$ cat src/rtl/i_cache_if.sv
// Bus bundle between the CPU fetch stage, the instruction cache and the
// block-based instruction memory. The cache uses the slave view; the
// surrounding environment (CPU + memory) uses the master view.
interface i_cache_if;
  logic         READ_EN;
  logic [31:0]  ADDRESS;
  logic         BUSYWAIT;
  logic [31:0]  INSTRUCTION;
  logic         MEM_READ_EN;
  logic [27:0]  MEM_ADDR;
  logic         MEM_BUSYWAIT;
  logic [127:0] MEM_READ_DATA;

  modport slave (
    input  READ_EN, ADDRESS, MEM_BUSYWAIT, MEM_READ_DATA,
    output BUSYWAIT, INSTRUCTION, MEM_READ_EN, MEM_ADDR
  );

  modport master (
    output READ_EN, ADDRESS, MEM_BUSYWAIT, MEM_READ_DATA,
    input  BUSYWAIT, INSTRUCTION, MEM_READ_EN, MEM_ADDR
  );
endinterface

$ cat src/rtl/i_cache.sv
// Direct-mapped read-only instruction cache with 16-byte lines.
// Hits are served combinationally; a miss stalls the CPU, reads one block
// from instruction memory and installs it before the access is retried.
module i_cache #(
  parameter int INDEX_BITS = 3
) (
  input  logic    CLK,
  input  logic    RESET,
  i_cache_if.slave bus
);

  localparam int TAG_BITS = 28 - INDEX_BITS;
  localparam int LINES    = 1 << INDEX_BITS;

  typedef enum logic [1:0] {
    IDLE     = 2'd0,
    MEM_READ = 2'd1,
    UPDATE   = 2'd2
  } state_t;

  state_t                state_q;
  logic                  mem_read_en_q;
  logic [27:0]           mem_addr_q;
  logic [LINES-1:0]      valid_q;
  logic [TAG_BITS-1:0]   tag_mem  [LINES];
  logic [127:0]          data_mem [LINES];

  logic [INDEX_BITS-1:0] cpu_idx;
  logic [TAG_BITS-1:0]   cpu_tag;
  logic [1:0]            word_sel;
  logic [INDEX_BITS-1:0] fill_idx;
  logic                  hit;
  logic                  unused_byte_sel;

  assign cpu_idx         = bus.ADDRESS[4 +: INDEX_BITS];
  assign cpu_tag         = bus.ADDRESS[31 -: TAG_BITS];
  assign word_sel        = bus.ADDRESS[3:2];
  assign fill_idx        = mem_addr_q[INDEX_BITS-1:0];
  // Byte offset within a word is irrelevant for word-aligned fetches.
  assign unused_byte_sel = ^bus.ADDRESS[1:0];

  // Hit detection and instruction word select from the addressed line.
  always_comb begin
    hit             = bus.READ_EN & valid_q[cpu_idx] & (tag_mem[cpu_idx] == cpu_tag);
    bus.INSTRUCTION = 32'h0;
    if (hit) begin
      bus.INSTRUCTION = data_mem[cpu_idx][{word_sel, 5'd0} +: 32];
    end
    // Stall unless an idle cache is serving a hit; never stall without a request.
    bus.BUSYWAIT    = bus.READ_EN & ~((state_q == IDLE) & hit);
  end

  assign bus.MEM_READ_EN = mem_read_en_q;
  assign bus.MEM_ADDR    = mem_addr_q;

  // Miss-handling FSM: latch the block address, wait for the memory, install.
  always_ff @(posedge CLK or negedge RESET) begin
    if (!RESET) begin
      state_q       <= IDLE;
      mem_read_en_q <= 1'b0;
      mem_addr_q    <= '0;
      valid_q       <= '0;
    end else begin
      case (state_q)
        IDLE: begin
          if (bus.READ_EN && !hit) begin
            mem_addr_q    <= bus.ADDRESS[31:4];
            mem_read_en_q <= 1'b1;
            state_q       <= MEM_READ;
          end
        end
        MEM_READ: begin
          // Dropping the request here lets the memory's byte counter park at 0.
          if (!bus.MEM_BUSYWAIT) begin
            mem_read_en_q <= 1'b0;
            state_q       <= UPDATE;
          end
        end
        UPDATE: begin
          valid_q[fill_idx] <= 1'b1;
          state_q           <= IDLE;
        end
        default: begin
          mem_read_en_q <= 1'b0;
          state_q       <= IDLE;
        end
      endcase
    end
  end

  // Line storage: written only when a fill completes; never reset.
  always_ff @(posedge CLK) begin
    if (state_q == UPDATE) begin
      data_mem[fill_idx] <= bus.MEM_READ_DATA;
      tag_mem[fill_idx]  <= mem_addr_q[27 -: TAG_BITS];
    end
  end

endmodule

$ cat src/flat_wrapper.sv
// flat-port wrapper written by rule: the top's interface ports become plain ports
module i_cache_flat 
#(
  parameter int INDEX_BITS = 3
)
  (CLK, RESET, bus_READ_EN, bus_ADDRESS, bus_MEM_BUSYWAIT, bus_MEM_READ_DATA, bus_BUSYWAIT, bus_INSTRUCTION, bus_MEM_READ_EN, bus_MEM_ADDR);
  i_cache_if bus_i ();
  input  logic CLK;
  input  logic RESET;
  input wire logic [$bits(bus_i.READ_EN)-1:0] bus_READ_EN;
  input wire logic [$bits(bus_i.ADDRESS)-1:0] bus_ADDRESS;
  input wire logic [$bits(bus_i.MEM_BUSYWAIT)-1:0] bus_MEM_BUSYWAIT;
  input wire logic [$bits(bus_i.MEM_READ_DATA)-1:0] bus_MEM_READ_DATA;
  output wire logic [$bits(bus_i.BUSYWAIT)-1:0] bus_BUSYWAIT;
  output wire logic [$bits(bus_i.INSTRUCTION)-1:0] bus_INSTRUCTION;
  output wire logic [$bits(bus_i.MEM_READ_EN)-1:0] bus_MEM_READ_EN;
  output wire logic [$bits(bus_i.MEM_ADDR)-1:0] bus_MEM_ADDR;
  assign bus_i.READ_EN = bus_READ_EN;
  assign bus_i.ADDRESS = bus_ADDRESS;
  assign bus_i.MEM_BUSYWAIT = bus_MEM_BUSYWAIT;
  assign bus_i.MEM_READ_DATA = bus_MEM_READ_DATA;
  assign bus_BUSYWAIT = bus_i.BUSYWAIT;
  assign bus_INSTRUCTION = bus_i.INSTRUCTION;
  assign bus_MEM_READ_EN = bus_i.MEM_READ_EN;
  assign bus_MEM_ADDR = bus_i.MEM_ADDR;
  i_cache #(.INDEX_BITS(INDEX_BITS)) u_core (.CLK(CLK), .RESET(RESET), .bus(bus_i));
endmodule
$ cat config.mk
export PLATFORM = sky130hd
export DESIGN_NAME = i_cache_flat
export DESIGN_NICKNAME = d
export VERILOG_FILES = /design/src/rtl/i_cache_if.sv /design/src/rtl/i_cache.sv /design/src/flat_wrapper.sv
export SDC_FILE = /design/constraint.sdc
export NUM_CORES = 1
export LEC_CHECK = 0
export BUFFER_PORTS_ARGS = -buffer_cell sky130_fd_sc_hd__buf_2
export CAP_MARGIN = 20
export CORE_MARGIN = 2
export CORE_UTILIZATION = 45
export CTS_BUF_LIST = sky130_fd_sc_hd__clkbuf_8
export DETAILED_ROUTE_END_ITERATION = 6
export HOLD_SLACK_MARGIN = 0.12
export PLACE_DENSITY = 0.63
export SYNTH_ARGS = -nofsm -noshare
export SYNTH_HDL_FRONTEND = slang
export SYNTH_SLANG_ARGS = --single-unit
export TNS_END_PERCENT = 100
$ cat constraint.sdc
create_clock -name CLK -period 15.3 [get_ports CLK]
set_clock_uncertainty 0.05 [all_clocks]
set_input_delay 0.765 -clock CLK [delete_from_list [all_inputs] [get_ports CLK]]
set_output_delay 0.765 -clock CLK [all_outputs]
set_load 0.02 [all_outputs]
==> metrics.md <==
| Metric | Value |
|---|---|
| Placed instance area | `51000 um^2` |
| Most frequent cells in the layout | `1224 x edfxtp_1, 358 x mux4_2, 219 x buf_2, 207 x clkbuf_8, 155 x dlygate4sd3_1` |
| FFs w/ async S/R, synth | `3.09%` |
| Total power density per cell area | `131 nW/um^2` |
| Via-to-Cell Ratio | `5.52` |
| Total CTS buffers | `197` |
| Die Area | `110000 um^2` |
| CP startpoint kind | `input pin` |
| Yosys reg bits | `1263` |
| Core area | `107000 um^2` |
| Largest net degree at the start of global routing | `163` |
| Synth warn | `0` |
| First-pass GRT wire length | `157 mm` |
| Min-Delay Path Class | `input pin to async pin` |
| Setup bufs post-CTS | `0` |
| WL final | `106 mm` |
| Ys flop type | `edfxtp_1` |
| Setup WS pre-CTS | `9.35 ns` |
| Final Cell Area | `56300 um^2` |
| Worst EP required | `14.49 ns` |
| Post-Syn Area per Cell | `24.4 um^2` |
| Syn_nets | `2139` |
| Mapped Cells | `1975` |
| Commonest non-fill, non-tap cell in the layout | `edfxtp_1` |
| Synthesized cell area | `48200 um^2` |
| Share of the yosys chip area belonging to registers | `78.2%` |
| Drt drc | `0` |
| Boundary Pins | `226` |
| Via count | `22400` |
| Starting Density | `45.2%` |
| Post-cts resize count | `0` |
| Setup CP Type | `input pin to primary output` |
| Port bufs | `223` |
| Die X | `331 um` |
| CP Capture Type | `primary output` |
| Layout area overhead | `16.8%` |
| Die Span Y | `331 um` |
| Pre-Repair DR Iteration Count | `7` |
| Clock root cell | `clkbuf_8` |
| Share of cells above drive strength 1 | `34.3%` |
| Clock-pin slew on the worst setup and hold paths | `0.06 ns` |
| DR iter-0 viols | `1823` |
| CTS tree | `yes` |
| # setup viols final | `0` |
| EDFF count, synth | `1224` |
| RSZ-0062 raised after global routing | `false` |
| CTS max path bufs | `3` |
| Detailed Place HPWL | `56.9 mm` |
| Grt ovf | `0` |
| Clock Sinks | `1263` |
| R2r endpoint | `u_core.data_mem[3][44]` |
| Final Hold Vio Count | `0` |
| H-tree Lvls | `4` |
| GPL Wtd Cong | `0.751` |
| FF/Latch Area | `37700 um^2` |
| Clk_lat worst skew | `0.85 ns` |
| Tcrit/Tclk final | `38.3%` |
| Nets | `2654` |
| Hold_buf cts | `155` |
| Initial antenna violation count | `22` |
| Worst-path maximum fanout | `45` |
| Library cells used by synthesis | `37` |
| Final Max Slew Viols | `0` |
| Flop2flop setup slack | `10.85 ns` |
| Worst Path Arrival | `5.04 ns` |
| Row count | `120` |
| FF-to-FF path depth | `5` |
| Final ANT Viol Nets | `0` |
| # fillers | `8233` |
| Pleak | `18.6 nW` |
| Slew HR | `24.5%` |
| Peak VDD IR | `94.8 uV` |
| Number of global-route vias before repair | `24400` |
| Fin crit period | `5.86 ns` |
| Multi-input gate area in the final layout | `10100 um^2` |
| Outcome | `completed` |
| Fmax | `0.171 GHz` |
| DR WL/cell | `26.1 um` |
| Final setup TNS | `0 ns` |
| Worst-Margin Slew | `1.13 ns` |
| All-Layer GR Usage | `19.5%` |
| Max-cap violations | `0` |
| Worst setup margin | `9.44 ns` |
| Reg2reg start | `u_core.state_q[0]` |
## how the worst max path moves through the flow
stage	end	cells past startpoint	slack, ns	start
global route	bus_INSTRUCTION[2]	13	9.10	bus_ADDRESS[6]
global placement	bus_INSTRUCTION[2]	13	9.44	bus_ADDRESS[6]
CTS	bus_BUSYWAIT	13	9.35	bus_ADDRESS[6]
detailed placement	bus_INSTRUCTION[2]	13	9.35	bus_ADDRESS[6]
finish	bus_INSTRUCTION[2]	13	9.44	bus_ADDRESS[6]
floorplan	u_core.valid_q[0]	4	2.95	u_core.state_q[1]
## sequential cells by signal, indices dropped and copies added (netlist names)
name and flops:
u_core.data_mem 1024, u_core.tag_mem 200, u_core.bus.MEM_ADDR 28, u_core.valid_q 8, u_core.state_q 2, u_core.bus.MEM_READ_EN 1
## final cells by class
class                   count  share of cell area, %
repair buffers            414                   5.48
flip-flops and latches   1263                   67.0
inverters                   1                0.00666
multi-input cells         613                   17.9
diodes                      8                 0.0355
clock buffers             207                   5.06
clock inverters           154                   1.43
well taps                1403                   3.12
## critical path, stage by stage
cell and delay (ns):
buf_6 0.48, buf_4 0.65, buf_4 0.91, mux4_1 0.43, nand2b_1 0.09, nand2_1 0.10, xnor2_1 0.21, nand4_1 0.15
nor3_2 0.23, nand4_2 0.11, buf_4 0.31, nor2_1 0.29, buf_2 0.22
## metal layers
| metal | wire length, um | up-vias | share of wire, % | global-route usage (%) |
|---|---|---|---|---|
| met2 | 53900 | 709 | 51 | 33.0 |
| met4 | 1880 | 26 | 1.8 | 5.12 |
| met5 | 174 | - | 0.16 | 0 |
| met3 | 6780 | 181 | 6.4 | 4.77 |
| met1 | 43200 | 12000 | 41 | 25.5 |
| li1 | - | 9550 | - | - |
## kinds of logic (layout without fill, tap and decap cells)
logic type / after synthesis / in the layout / synth area share, %
xor+xnor: 25 / 25 / 0.454
flops: 1263 / 1263 / 78.2
simple gates: 124 / 124 / 1.27
mux: 450 / 450 / 18.8
buf+inv: 99 / 776 / 0.988
other cells: 0 / 8 / 0
compound gates: 14 / 14 / 0.231
## power breakdown
| part | total (mW) | internal, mW | switching [mW] | leakage (nW) |
|---|---|---|---|---|
| logic | 0.635 | 0.267 | 0.368 | 4.97 |
| clock network | 2.60 | 1.34 | 1.26 | 2.13 |
| registers | 4.15 | 4.04 | 0.106 | 11.5 |
## cell usage after synthesis, drive strengths merged (4+ instances only)
cell,n,share of area (%)
buf,65,0.72
nand4,6,0.091
dfrtp,39,2.0
nand2b,14,0.18
nor2b,4,0.052
a22oi,10,0.16
mux4,362,17
xor2,9,0.16
xnor2,16,0.29
edfxtp,1224,76
nor2,42,0.33
or2,8,0.10
nor3,5,0.062
nand2,32,0.25
mux2,29,0.68
mux2i,59,1.2
clkbuf,33,0.26
## per-stage QoR
| step | util, % | power (mW) | hold slack (ns) | cells |
|---|---|---|---|---|
| after floorplan | - | 4.58 | 0.384 | 1975 |
| after global placement | 47.8 | 4.80 | 0.396 | 3535 |
| after detailed placement | 47.8 | 4.83 | 0.398 | 3536 |
| after CTS | 52.7 | 7.47 | 0.412 | 4052 |
| after global routing | 52.8 | 7.68 | 0.230 | 4061 |
| final | 52.8 | 7.38 | 0.275 | 4063 |
Note: power is estimated with default switching activity, not from simulation.
